`src/rtl/controllo_ricerca_stack_pkg.sv`:
```
// Shared definitions for the stack associative-search sequencer.
package controllo_ricerca_stack_pkg;

  // Sequencer states, 3-bit encoding.
  typedef enum logic [2:0] {
    S_IDLE = 3'd0,
    S_READ = 3'd1,
    S_LOAD = 3'd2,
    S_WAIT = 3'd3,
    S_TEST = 3'd4,
    S_DONE = 3'd5
  } state_t;

  // Comparator result encoding: low means the operands are equal.
  localparam logic CMP_EQ = 1'b0;
  localparam logic CMP_NE = 1'b1;

  // Width of the settle counter; never narrower than one bit so that a
  // zero-wait configuration still elaborates.
  function automatic int cnt_width(input int wait_cycles);
    return (wait_cycles < 1) ? 1 : $clog2(wait_cycles + 1);
  endfunction

endpackage

```
`src/rtl/controllo_ricerca_stack_contatore_attesa.sv`:
```
// Loadable down-counter that times the comparator settle window.
// The terminal flag marks the last wait cycle (count == 1).
module contatore_attesa #(
  parameter int W = 3
) (
  input  logic         clock,
  input  logic         reset_n,
  input  logic         load,
  input  logic [W-1:0] load_val,
  input  logic         dec,
  output logic         term
);

  logic [W-1:0] cnt_d, cnt_q;

  // Load takes priority; decrement stops at zero so the count never wraps.
  always_comb begin
    cnt_d = cnt_q;
    if (load) begin
      cnt_d = load_val;
    end else if (dec && (cnt_q != '0)) begin
      cnt_d = cnt_q - W'(1);
    end
  end

  // Counter register.
  always_ff @(posedge clock or negedge reset_n) begin
    if (!reset_n) begin
      cnt_q <= '0;
    end else begin
      cnt_q <= cnt_d;
    end
  end

  assign term = (cnt_q == W'(1));

endmodule

```
`src/rtl/controllo_ricerca_stack.sv`:
```
// Associative stack search: scans entries sp-1 down to 0 through one shared
// equality comparator and reports the topmost matching index.
module controllo_ricerca_stack
  import controllo_ricerca_stack_pkg::*;
#(
  parameter int N        = 16,
  parameter int DEPTH    = 8,
  parameter int ADDR_W   = 3,
  parameter int CMP_WAIT = 4
) (
  input  logic              clock,
  input  logic              reset_n,
  input  logic              start,
  input  logic [N-1:0]      key,
  input  logic [ADDR_W:0]   sp,
  output logic [ADDR_W-1:0] rd_addr,
  input  logic [N-1:0]      rd_data,
  output logic [N-1:0]      cmp_x1,
  output logic [N-1:0]      cmp_x2,
  input  logic              cmp_out,
  output logic              busy,
  output logic              done,
  output logic              found,
  output logic [ADDR_W-1:0] found_idx
);

  localparam int CNT_W = cnt_width(CMP_WAIT);
  localparam logic [ADDR_W:0] DEPTH_L = (ADDR_W + 1)'(DEPTH);
  localparam logic [ADDR_W:0] ONE_L   = (ADDR_W + 1)'(1);
  localparam logic [CNT_W-1:0] WAIT_L = CNT_W'(CMP_WAIT);

  state_t            state_d, state_q;
  logic [ADDR_W-1:0] rd_addr_d, rd_addr_q;
  logic [N-1:0]      cmp_x1_d, cmp_x1_q;
  logic [N-1:0]      cmp_x2_d, cmp_x2_q;
  logic              found_d, found_q;
  logic [ADDR_W-1:0] found_idx_d, found_idx_q;

  logic              cnt_load;
  logic              cnt_dec;
  logic              cnt_term;
  logic [ADDR_W:0]   sp_sat;
  logic [ADDR_W:0]   sp_top;

  // Clamp the entry count to the physical depth and derive the top index.
  always_comb begin
    sp_sat = (sp > DEPTH_L) ? DEPTH_L : sp;
    sp_top = sp_sat - ONE_L;
  end

  // Settle timer: loaded in LOAD, counted down in WAIT.
  contatore_attesa #(
    .W (CNT_W)
  ) u_attesa (
    .clock    (clock),
    .reset_n  (reset_n),
    .load     (cnt_load),
    .load_val (WAIT_L),
    .dec      (cnt_dec),
    .term     (cnt_term)
  );

  // Next-state and datapath updates. rd_addr doubles as the scan index.
  always_comb begin
    state_d     = state_q;
    rd_addr_d   = rd_addr_q;
    cmp_x1_d    = cmp_x1_q;
    cmp_x2_d    = cmp_x2_q;
    found_d     = found_q;
    found_idx_d = found_idx_q;
    cnt_load    = 1'b0;
    cnt_dec     = 1'b0;

    unique case (state_q)
      S_IDLE: begin
        if (start) begin
          cmp_x1_d    = key;
          found_d     = 1'b0;
          found_idx_d = '0;
          if (sp_sat == '0) begin
            state_d = S_DONE;
          end else begin
            rd_addr_d = sp_top[ADDR_W-1:0];
            state_d   = S_READ;
          end
        end
      end

      // Storage read port is synchronous: give it one cycle on a stable address.
      S_READ: begin
        state_d = S_LOAD;
      end

      // Capture the stack word; operands then stay frozen until TEST.
      S_LOAD: begin
        cmp_x2_d = rd_data;
        cnt_load = 1'b1;
        state_d  = (CMP_WAIT == 0) ? S_TEST : S_WAIT;
      end

      S_WAIT: begin
        cnt_dec = 1'b1;
        if (cnt_term) begin
          state_d = S_TEST;
        end
      end

      S_TEST: begin
        case (cmp_out)
          CMP_EQ: begin
            found_d     = 1'b1;
            found_idx_d = rd_addr_q;
            state_d     = S_DONE;
          end
          CMP_NE: begin
            if (rd_addr_q == '0) begin
              found_d = 1'b0;
              state_d = S_DONE;
            end else begin
              rd_addr_d = rd_addr_q - ADDR_W'(1);
              state_d   = S_READ;
            end
          end
        endcase
      end

      S_DONE: begin
        state_d = S_IDLE;
      end

      default: begin
        state_d = S_IDLE;
      end
    endcase
  end

  // State and datapath registers; reset aborts any search in progress.
  always_ff @(posedge clock or negedge reset_n) begin
    if (!reset_n) begin
      state_q     <= S_IDLE;
      rd_addr_q   <= '0;
      cmp_x1_q    <= '0;
      cmp_x2_q    <= '0;
      found_q     <= 1'b0;
      found_idx_q <= '0;
    end else begin
      state_q     <= state_d;
      rd_addr_q   <= rd_addr_d;
      cmp_x1_q    <= cmp_x1_d;
      cmp_x2_q    <= cmp_x2_d;
      found_q     <= found_d;
      found_idx_q <= found_idx_d;
    end
  end

  assign rd_addr   = rd_addr_q;
  assign cmp_x1    = cmp_x1_q;
  assign cmp_x2    = cmp_x2_q;
  assign found     = found_q;
  assign found_idx = found_idx_q;
  assign busy      = (state_q != S_IDLE);
  assign done      = (state_q == S_DONE);

endmodule

```
`config.mk`:
```
export PLATFORM = sky130hd
export DESIGN_NAME = controllo_ricerca_stack
export DESIGN_NICKNAME = d
export VERILOG_FILES = /design/src/rtl/controllo_ricerca_stack_pkg.sv /design/src/rtl/controllo_ricerca_stack_contatore_attesa.sv /design/src/rtl/controllo_ricerca_stack.sv
export SDC_FILE = /design/constraint.sdc
export NUM_CORES = 1
export LEC_CHECK = 0
export CAP_MARGIN = 40
export CORE_MARGIN = 1.5
export CORE_UTILIZATION = 39
export CTS_BUF_LIST = sky130_fd_sc_hd__clkbuf_8 sky130_fd_sc_hd__clkbuf_16
export DETAILED_ROUTE_END_ITERATION = 6
export PLACE_DENSITY = 0.81
export SLEW_MARGIN = 25
export SYNTH_ARGS = -nofsm -noshare
export SYNTH_HDL_FRONTEND = slang
export SYNTH_HIERARCHICAL = 1
export SYNTH_SLANG_ARGS = --single-unit
```
`constraint.sdc`:
```
create_clock -name clock -period 1.9 [get_ports clock]
set_input_delay 0.38 -clock clock [delete_from_list [all_inputs] [get_ports clock]]
set_output_delay 0.38 -clock clock [all_outputs]
set_load 0.01 [all_outputs]
```
==> results of run 1 <==
state kept, by name (all words and copies together) (netlist names):
register and cells:
rd_addr 3, cmp_x1 16, state_q 3, cmp_x2 16, found_idx 3, u_attesa/cnt_q 3
found 1
final cells by class:
| class | count | area [um^2] |
|---|---|---|
| Timing Repair Buffer | 96 | 951 |
| Sequential cell | 45 | 1130 |
| Clock buffer | 6 | 82.6 |
| Tap cell | 70 | 87.6 |
| Fill cell | 427 | 1890 |
| Multi-Input combinational cell | 140 | 915 |
| Inverter | 5 | 18.8 |
| Clock inverter | 2 | 33.8 |
cells in the mapped netlist, types with 2 or more instances:
cell type / instances / share of area, %
a21oi_1: 5 / 1.2
and2_1: 2 / 0.60
buf_2: 3 / 0.72
buf_4: 2 / 0.72
conb_1: 2 / 0.36
dfrtp_1: 45 / 54
ha_1: 4 / 2.4
inv_1: 5 / 0.91
mux2_2: 16 / 8.7
mux2i_1: 2 / 0.97
nand2_1: 60 / 11
nand2b_1: 3 / 0.91
nand3_1: 2 / 0.48
nor2_1: 4 / 0.72
nor2b_1: 2 / 0.60
nor3_1: 5 / 1.2
o21ai_0: 6 / 1.5
or2_0: 2 / 0.60
worst min-delay path by stage:
stage | startpoint | endpoint | cells after the start
floorplan | reset_n | cmp_x1[0] | 0
finish | reset_n | cmp_x1[15] | 1
global route | reset_n | cmp_x1[15] | 1
global placement | reset_n | cmp_x1[15] | 1
CTS | reset_n | cmp_x1[15] | 1
detailed placement | reset_n | cmp_x1[15] | 1
cell families (layout without fill, tap and decap cells):
family                   after synthesis  count (layout)  share of synthesized area (%)
adder cells (fa/ha/maj)                4               4                           2.42
AO/OA/AOI/OAI                         23              23                           7.67
buffers and inverters                 12             109                           3.08
flip-flops                            45              45                           54.4
multiplexers                          18              18                           9.67
other                                  2               3                          0.363
AND/OR/NAND/NOR                       92              92                           22.4
stage by stage:
stage	setup WS (ns)	TNS (ns)	cell area, um^2	total power [W]
after floorplan	0.0505	0	2070	0.00280
after global placement	-0.121	-0.121	3030	0.00389
after detailed placement	-0.153	-0.153	3030	0.00398
after CTS	-0.00133	-0.00133	3200	0.00481
after global routing	-0.0838	-0.0838	3220	0.00511
final	-0.0189	-0.0189	3220	0.00476
metal layers:
metal / part of all wire, % / wire, um / global-route usage (%)
met1: 42 / 2020 / 20.5
met2: 50 / 2390 / 30.0
met3: 7.4 / 356 / 5.82
met4: 1.2 / 59 / 8.93
met5: 0 / 0 / 0
power breakdown:
part | internal (W) | total (W) | switching, W
combinational | 0.00139 | 0.00235 | 0.000963
clock | 0.000423 | 0.000732 | 0.000309
sequential | 0.00141 | 0.00168 | 0.000268
repair_timing:
item                       4_1_cts  5_1_grt
setup endpoints to repair        2        1
setup buffers                    4        0
gates resized for setup          8        3
==> results.rst, run 1 <==
.. list-table::
   :header-rows: 1

   * - Metric
     - Value
   * - Count of pins on the block boundary
     - 81
   * - Transition time at the pin with the least slew margin
     - 0.552 ns
   * - Number of antenna violations at the first check in global routing
     - 0
   * - Worst setup EP type
     - flop
   * - Number of buffers between clock root and the deepest sink
     - 2
   * - EDFF count, synth
     - 0
   * - Worst clock skew on the final layout
     - 0.00203 ns
   * - Average vias per placed instance
     - 4.77
   * - Static leakage
     - 1.45 nW
   * - Post-route non-filler standard cell count
     - 364
   * - Clock buffer count from CTS
     - 5
   * - TritonRoute pass-1 iters
     - 2
   * - Synthesized cell area
     - 0.00207 mm^2
   * - Clock latency at the later pin of the worst-skew pair
     - 0.29 ns
   * - Violations in the final reports
     - setup timing
   * - Count of clock tree sinks
     - 45
   * - Crit path to
     - rd_addr[2]
   * - Worst hold slack after final layout
     - 0.0654 ns
   * - Reg-to-Reg Start
     - state_q[0]
   * - Fraction of layout instances using a drive strength above 1
     - 19.7%
   * - Placed instance count
     - 352
   * - Hold buffers post-CTS
     - 0
   * - Kind of cell adding the most delay to the critical path
     - simple AND/OR/NAND/NOR gates
   * - Number of instances in the synthesized netlist
     - 196
   * - Die Span X
     - 75.9 um
   * - Site row count
     - 26
   * - # diodes
     - 0
   * - Post-CTS clock slew at the launch and capture registers of the worst setup and hold paths
     - 0.08 ns
   * - Total routed wirelength
     - 4830 um
   * - Count of cell instances traversed by the critical path
     - 8
   * - Most frequent cells in the layout
     - clkdlybuf4s50_1 (77), nand2_1 (60), dfrtp_1 (44)
   * - Min Tclk post-route
     - 1.92 ns
   * - Slew Viols, Final
     - 0
   * - Worst path cell trace
     - buf_12 > or3b_4 > and2_4 > a21oi_2 > ha_2 > nor3_2 > a311oi_1 > o21ai_1
   * - Max-cap violations
     - 0
   * - Class of the most critical setup path
     - reg -> reg
   * - Iter 0 DRT Violations
     - 113
   * - Clock tree from TritonCTS
     - built
   * - H-tree lvl count
     - 2
   * - Die height
     - 75.9 um
   * - Power per standard cell area
     - 1480 mW/mm^2
   * - Endpoint of the lowest-slack register-to-register path
     - rd_addr[2]
   * - Count of distinct cell types in the synthesized netlist
     - 44
   * - Top_reg_cell synth
     - dfrtp_1
   * - Wire length of the first global-routing pass
     - 7660 um
   * - Highest net fanout along the worst path
     - 4
   * - Total half-perimeter wirelength after legalization and detailed placement
     - 3590 um
   * - Register area share after synthesis
     - 54.4%
   * - Crit path from
     - state_q[0]
   * - Total routing resource utilization after global routing
     - 17.9%
   * - RSZ-0062 raised after global routing
     - yes
   * - Count of buffers inserted at the top-level ports
     - 80
   * - Area of the core
     - 0.00511 mm^2
   * - Relative max-transition margin
     - 63.2%
   * - Part of the cycle the worst path needs
     - 101%
   * - Total setup violations reported at the end of the flow
     - 1
   * - Detail Route Antenna Nets
     - 0
   * - Largest net degree at the start of global routing
     - 25
   * - Max rail drop VDD
     - 913 uV
   * - Yosys Warn Count
     - 6
   * - Core Util, Final
     - 63.0%
   * - Crit path buf inv count
     - 1
   * - Required time at the endpoint of the critical path
     - 2.08 ns
   * - Crit-path slowest cell
     - dfrtp_2
   * - Final global-route overflow total
     - 0
   * - Fraction of registers with async set or reset after synthesis
     - 100%
   * - Fin worst setup slack
     - -0.0189 ns
   * - Maximum operating frequency
     - 0.521 GHz
   * - DRC Markers
     - 0
   * - Via count of the first global-routing pass
     - 1773
   * - Class of the tightest hold or removal check
     - in -> async
   * - Register-to-register setup slack
     - -0.02 ns
   * - Run status
     - complete, but fails checks
   * - Root Buffer Master
     - clkbuf_8
   * - Number of hold-slack violations in the final timing report
     - 0
   * - Initial Util
     - 40.5%
   * - Final Wtd Congestion
     - 0.834
   * - CP Data Arrival Time
     - 2.10 ns
   * - Die ar.
     - 0.00576 mm^2
   * - Cells on worst reg2reg path
     - 8
   * - Worst stage delay on the critical path
     - 0.43 ns
   * - Nets@finish
     - 337
   * - Vias
     - 1737
   * - Mean instance size in the synthesized netlist
     - 10.6 um^2
   * - Leading cell type in the layout, fill and taps excluded
     - clkdlybuf4s50_1
   * - Drt wl/cell
     - 13.3 um
   * - Post-synthesis sequential element count
     - 45
   * - Area growth syn-to-layout
     - 55.3%
   * - Startpoint kind of the worst setup timing path
     - flop
(Power assumes the default switching activity.)
==> run 2, diff against run 1 <==
Settings changed: CORE_UTILIZATION 39 to 41, CTS_BUF_LIST sky130_fd_sc_hd__clkbuf_8 sky130_fd_sc_hd__clkbuf_16 to sky130_fd_sc_hd__clkbuf_8, PLACE_DENSITY 0.81 to 0.84.
==> run 2 against run 1 <==
Net effect: the run now ends clean; non-clock buffer count is 5 higher; worst setup slack better by 0.056 ns; final area is 0.12% higher; total power is 1.5% lower; sequential share of layout area hardly changed; die area is 4.7% lower; sequential power hardly changed; global-route usage is 0.30 points lower; first-iteration DRC count is 47% lower; fmax is 3.0% higher; critical path type unchanged; highest routed layer unchanged.
==> results.rst, run 2 (synthesized netlist as in run 1, its figures left out) <==
.. list-table::
   :header-rows: 1

   * - Metric
     - Value
   * - Register area
     - 0.00113 mm^2
   * - Power per standard cell area
     - 1460 mW/mm^2
   * - Part of the cycle the worst path needs
     - 98.0%
   * - Worst setup EP type
     - flop
   * - Most frequent cells in the layout
     - clkdlybuf4s50_1 (77), nand2_1 (60), dfrtp_1 (42)
   * - Slew Viols, Final
     - 0
   * - Leading cell type in the layout, fill and taps excluded
     - clkdlybuf4s50_1
   * - Min Tclk post-route
     - 1.86 ns
   * - Maximum operating frequency
     - 0.537 GHz
   * - Fraction of layout instances using a drive strength above 1
     - 22.1%
   * - # diodes
     - 0
   * - Average vias per placed instance
     - 4.80
   * - H-tree lvl count
     - 2
   * - Total routing resource utilization after global routing
     - 17.6%
   * - Die height
     - 74.1 um
   * - Static leakage
     - 1.46 nW
   * - Setup tns final
     - 0 ns
   * - Area of the core
     - 0.00479 mm^2
   * - Met1 routing resource usage after global routing
     - 20.9%
   * - Hold buffers post-CTS
     - 0
   * - Largest net degree at the start of global routing
     - 24
   * - Initial Util
     - 43.3%
   * - Post-placement cell area
     - 0.00303 mm^2
   * - Worst clock skew on the final layout
     - 0.00743 ns
   * - RSZ-0062 raised after global routing
     - yes
   * - TritonRoute pass-1 iters
     - 4
   * - Total routed wirelength
     - 4660 um
   * - Class of the most critical setup path
     - reg -> reg
   * - Relative max-transition margin
     - 64.3%
   * - Detail Route Antenna Nets
     - 0
   * - Fin worst setup slack
     - 0.0372 ns
   * - Clock latency at the later pin of the worst-skew pair
     - 0.29 ns
   * - Max-cap violations
     - 0
   * - Global Route met2 Usage
     - 32.1%
   * - Drt wl/cell
     - 12.8 um
   * - Final global-route overflow total
     - 0
   * - Clock buffer count from CTS
     - 5
   * - Die ar.
     - 0.00549 mm^2
   * - Finished layout cell area
     - 0.00322 mm^2
   * - Combined area of the multi-input logic cells
     - 920 um^2
   * - Count of clock tree sinks
     - 45
   * - Highest net fanout along the worst path
     - 4
   * - Nets@finish
     - 342
   * - Count of pins on the block boundary
     - 81
   * - Via count of the first global-routing pass
     - 1773
   * - Final Wtd Congestion
     - 0.824
   * - Startpoint kind of the worst setup timing path
     - flop
   * - Die Span X
     - 74.1 um
   * - Class of the tightest hold or removal check
     - in -> async
   * - CP Data Arrival Time
     - 2.03 ns
   * - DRC Markers
     - 0
   * - Wire length of the first global-routing pass
     - 7630 um
   * - Number of fillers in the final layout
     - 370
   * - Iter 0 DRT Violations
     - 60
   * - Max rail drop VDD
     - 992 uV
   * - Number of antenna violations at the first check in global routing
     - 0
   * - Count of buffers inserted at the top-level ports
     - 80
   * - Area growth syn-to-layout
     - 55.5%
   * - Total half-perimeter wirelength after legalization and detailed placement
     - 3460 um
   * - Core Util, Final
     - 67.3%
   * - Post-placement worst setup slack
     - -0.225 ns
   * - Number of buffers between clock root and the deepest sink
     - 2
   * - Run status
     - finished, final reports clean
   * - Post-CTS clock slew at the launch and capture registers of the worst setup and hold paths
     - 0.08 ns
   * - Site row count
     - 25
   * - Met3 capacity usage during global routing
     - 4.88%
   * - Vias
     - 1751
   * - Total setup violations reported at the end of the flow
     - 0
   * - Number of hold-slack violations in the final timing report
     - 0
   * - Root Buffer Master
     - clkbuf_8
   * - Transition time at the pin with the least slew margin
     - 0.536 ns
   * - Most crowded layer after global routing
     - met2
   * - Required time at the endpoint of the critical path
     - 2.07 ns
   * - Clock tree from TritonCTS
     - built
==> run 2: cell count changes in the layout (fill, tap and decap cells not counted), moves of 2 or more <==
cell and change:
buf_12 -2, dlygate4sd2_1 -2, buf_4 +7, dfrtp_1 -2, dfrtp_2 +2
==> run 2: worst max-delay path: stages (launching register included) <==
cell and delay, ns:
dfrtp_2 0.45, or3b_4 0.41, and2_4 0.15, a21oi_2 0.12, ha_2 0.22, nor3_1 0.06, a311oi_1 0.24, o21ai_1 0.09
==> run 2: repair_timing <==
| action | 4_1_cts | 5_1_grt |
|---|---|---|
| setup buffers | 5 | 1 |
| resized for setup | 7 | 9 |
| endpoints found under the setup margin | 3 | 3 |
| pin swaps | 2 | 3 |
==> run 2: worst paths after layout <==
kind,endpoint,startpoint,slack [ns],depth (start not counted)
min in group clock,cmp_x1[7],cmp_x1[7],0.48,2
worst max register to register,rd_addr[2],state_q[0],0.04,7
max in group asynchronous,state_q[2],reset_n,1.33,2
worst max-delay path,rd_addr[2],state_q[0],0.04,7
worst min register to register,cmp_x1[7],cmp_x1[7],0.48,2
worst min-delay path,cmp_x2[2],reset_n,0.06,1
==> run 2: metal layers <==
metal	part of all wire, %	up-vias
li1	-	859
met1	42	823
met2	49	65
met3	7.8	4
met4	0.45	0
met5	0	-
==> run 2: through the flow <==
| stage | instances | total power, W | hold WS (ns) |
|---|---|---|---|
| 4_1_cts | 364 | 0.00470 | 0.0804 |
| 6_report | 365 | 0.00469 | 0.0639 |
| 3_3_place_gp | 352 | 0.00386 | 0.387 |
| 2_1_floorplan | 197 | 0.00280 | 0.0844 |
| 5_1_grt | 365 | 0.00503 | 0.107 |
| 3_5_place_dp | 352 | 0.00394 | 0.394 |
==> run 2: layout make-up <==
class,instances,share of cell area [%]
clock buffers,5,2.14
clock inverters,2,1.09
inverters,5,0.583
repair buffers,101,29.9
flip-flops and latches,45,35.1
multi-input cells,140,28.6
well taps,67,2.60
==> run 2: where the power goes <==
group          leakage [nW]  internal [W]  total, W  switching [W]
sequential            0.543       0.00141   0.00170       0.000285
combinational         0.863       0.00137   0.00230       0.000939
clock                0.0540      0.000382  0.000691       0.000308
total                  1.46       0.00316   0.00469        0.00153
==> run 3, diff against run 2 <==
Settings changed: CORE_ASPECT_RATIO set to 0.7.
==> run 3 against run 2 <==
Net effect: register-to-register slack hardly changed; combinational power up 2%; sequential share of layout area shrank 0.31 points; count of clock-buffer cells in the layout increased by 1; via count increased by 1.9%; worst hold slack got worse by 0.0068 ns; worst setup slack improved by 0.0055 ns; wire length is 3.3% higher; sequential power barely moved; critical endpoint unchanged; largest cell class unchanged.
==> results.rst, run 3 (synthesized netlist as in run 1, its figures left out) <==
.. list-table::
   :header-rows: 1

   * - Metric
     - Value
   * - Run status
     - finished, final reports clean
   * - Finished layout cell area
     - 0.00325 mm^2
   * - Endpoint of the lowest-slack register-to-register path
     - rd_addr[2]
   * - Initial Util
     - 43.1%
   * - Post-placement worst setup slack
     - -0.175 ns
   * - Average vias per placed instance
     - 4.82
   * - Slew Viols, Final
     - 0
   * - Clock latency at the later pin of the worst-skew pair
     - 0.29 ns
   * - Reg-to-Reg Start
     - state_q[0]
   * - # diodes
     - 0
   * - Area growth syn-to-layout
     - 56.9%
   * - Total half-perimeter wirelength after legalization and detailed placement
     - 3460 um
   * - Number of buffers between clock root and the deepest sink
     - 2
   * - Max rail drop VDD
     - 969 uV
   * - Crit path to
     - rd_addr[2]
   * - Post-CTS clock slew at the launch and capture registers of the worst setup and hold paths
     - 0.08 ns
   * - Class of the tightest hold or removal check
     - in -> async
   * - Die height
     - 62.5 um
   * - RSZ-0062 raised after global routing
     - yes
   * - Most frequent cells in the layout
     - clkdlybuf4s50_1 (77), nand2_1 (60), dfrtp_1 (42)
   * - Class of the most critical setup path
     - reg -> reg
   * - Final global-route overflow total
     - 0
   * - TritonRoute pass-1 iters
     - 4
   * - Register-to-register setup slack
     - 0.04 ns
   * - Final Wtd Congestion
     - 0.803
   * - Combined area of the multi-input logic cells
     - 905 um^2
   * - Die ar.
     - 0.00549 mm^2
   * - Drt wl/cell
     - 13.0 um
   * - Detail Route Antenna Nets
     - 0
   * - Area of the core
     - 0.00481 mm^2
   * - Cells on worst reg2reg path
     - 7
   * - Worst path cell trace
     - or3b_4 > and2_1 > a21oi_1 > ha_2 > nor3_1 > a311oi_2 > o21ai_0
   * - Root Buffer Master
     - clkbuf_8
   * - Fraction of layout instances using a drive strength above 1
     - 21.3%
   * - Setup tns final
     - 0 ns
   * - Iter 0 DRT Violations
     - 48
   * - Via count of the first global-routing pass
     - 1646
   * - Highest net fanout along the worst path
     - 4
   * - Crit-path slowest cell
     - dfrtp_2
   * - Register area
     - 0.00113 mm^2
   * - Clock tree from TritonCTS
     - built
   * - Number of hold-slack violations in the final timing report
     - 0
   * - DRC Markers
     - 0
   * - Total setup violations reported at the end of the flow
     - 0
   * - Crit path buf inv count
     - 0
   * - Count of cell instances traversed by the critical path
     - 7
   * - Wire length of the first global-routing pass
     - 7630 um
   * - Fin worst setup slack
     - 0.0427 ns
   * - Required time at the endpoint of the critical path
     - 2.07 ns
   * - Clock buffer count from CTS
     - 5
   * - Relative max-transition margin
     - 64.4%
   * - Die Span X
     - 87.9 um
   * - Total routed wirelength
     - 4820 um
   * - Core Util, Final
     - 67.6%
   * - Worst clock skew on the final layout
     - 0.00170 ns
   * - Startpoint kind of the worst setup timing path
     - flop
   * - Min Tclk post-route
     - 1.86 ns
   * - Vias
     - 1784
   * - Static leakage
     - 1.46 nW
   * - Count of clock tree sinks
     - 45
   * - Post-placement cell area
     - 0.00304 mm^2
   * - Count of buffers inserted at the top-level ports
     - 80
   * - Total routing resource utilization after global routing
     - 18.0%
   * - Count of pins on the block boundary
     - 81
   * - H-tree lvl count
     - 2
   * - Worst setup EP type
     - flop
   * - Number of fillers in the final layout
     - 350
   * - Power per standard cell area
     - 1470 mW/mm^2
   * - Nets@finish
     - 344
   * - Worst stage delay on the critical path
     - 0.44 ns
   * - Overall power after layout
     - 0.00479 W
   * - Crit path from
     - state_q[0]
   * - Transition time at the pin with the least slew margin
     - 0.535 ns
   * - Maximum operating frequency
     - 0.538 GHz
   * - Kind of cell adding the most delay to the critical path
     - simple AND/OR/NAND/NOR gates
   * - Hold buffers post-CTS
     - 0
   * - Max-cap violations
     - 0
   * - Number of antenna violations at the first check in global routing
     - 0
   * - Largest net degree at the start of global routing
     - 24
   * - Site row count
     - 21
   * - CP Data Arrival Time
     - 2.03 ns
   * - Part of the cycle the worst path needs
     - 97.8%
   * - Leading cell type in the layout, fill and taps excluded
     - clkdlybuf4s50_1
==> run 3: cell type report <==
class                           instances  share of cell area (%)
Sequential cell                        45                    34.8
Timing Repair Buffer                  103                    30.5
Multi-Input combinational cell        140                    27.9
Tap cell                               69                    2.66
Clock buffer                            6                    2.54
Clock inverter                          2                    1.04
Inverter                                5                   0.578
==> run 3: worst min-delay path by stage <==
stage             from           end  slack, ns
2_1_floorplan  reset_n     cmp_x1[0]       0.08
3_3_place_gp   reset_n  found_idx[1]       0.39
3_5_place_dp   reset_n  found_idx[1]       0.39
4_1_cts        reset_n     cmp_x2[8]       0.07
5_1_grt        reset_n     cmp_x1[1]       0.08
6_report       reset_n     cmp_x1[1]       0.06
==> run 3: per-layer routing <==
layer / vias to the layer above / GRT usage, % / wire (um)
li1: 868 / - / -
met1: 834 / 23.8 / 2200
met2: 80 / 27.1 / 2090
met3: 2 / 8.32 / 504
met4: 0 / 3.57 / 19
met5: - / 0 / 0
==> run 3: power by group <==
group,switching (W),total (W),internal (W),leakage [nW]
clock,0.000309,0.000732,0.000423,0.0626
combinational,0.000941,0.00235,0.00141,0.859
sequential,0.000293,0.00170,0.00141,0.543
total,0.00154,0.00479,0.00325,1.46
==> run 3: repair_timing <==
item / in CTS / in global routing
resized for setup: 7 / 3
pin swaps: 0 / 0
buffers inserted: 3 / 6
gates cloned: 0 / 0
endpoints found under the setup margin: 2 / 1
==> run 3: stage by stage <==
step | std cells | hold WS (ns)
floorplan | 197 | 0.0844
global placement | 353 | 0.392
detailed placement | 353 | 0.391
CTS | 364 | 0.0702
global route | 370 | 0.0818
finish | 370 | 0.0571
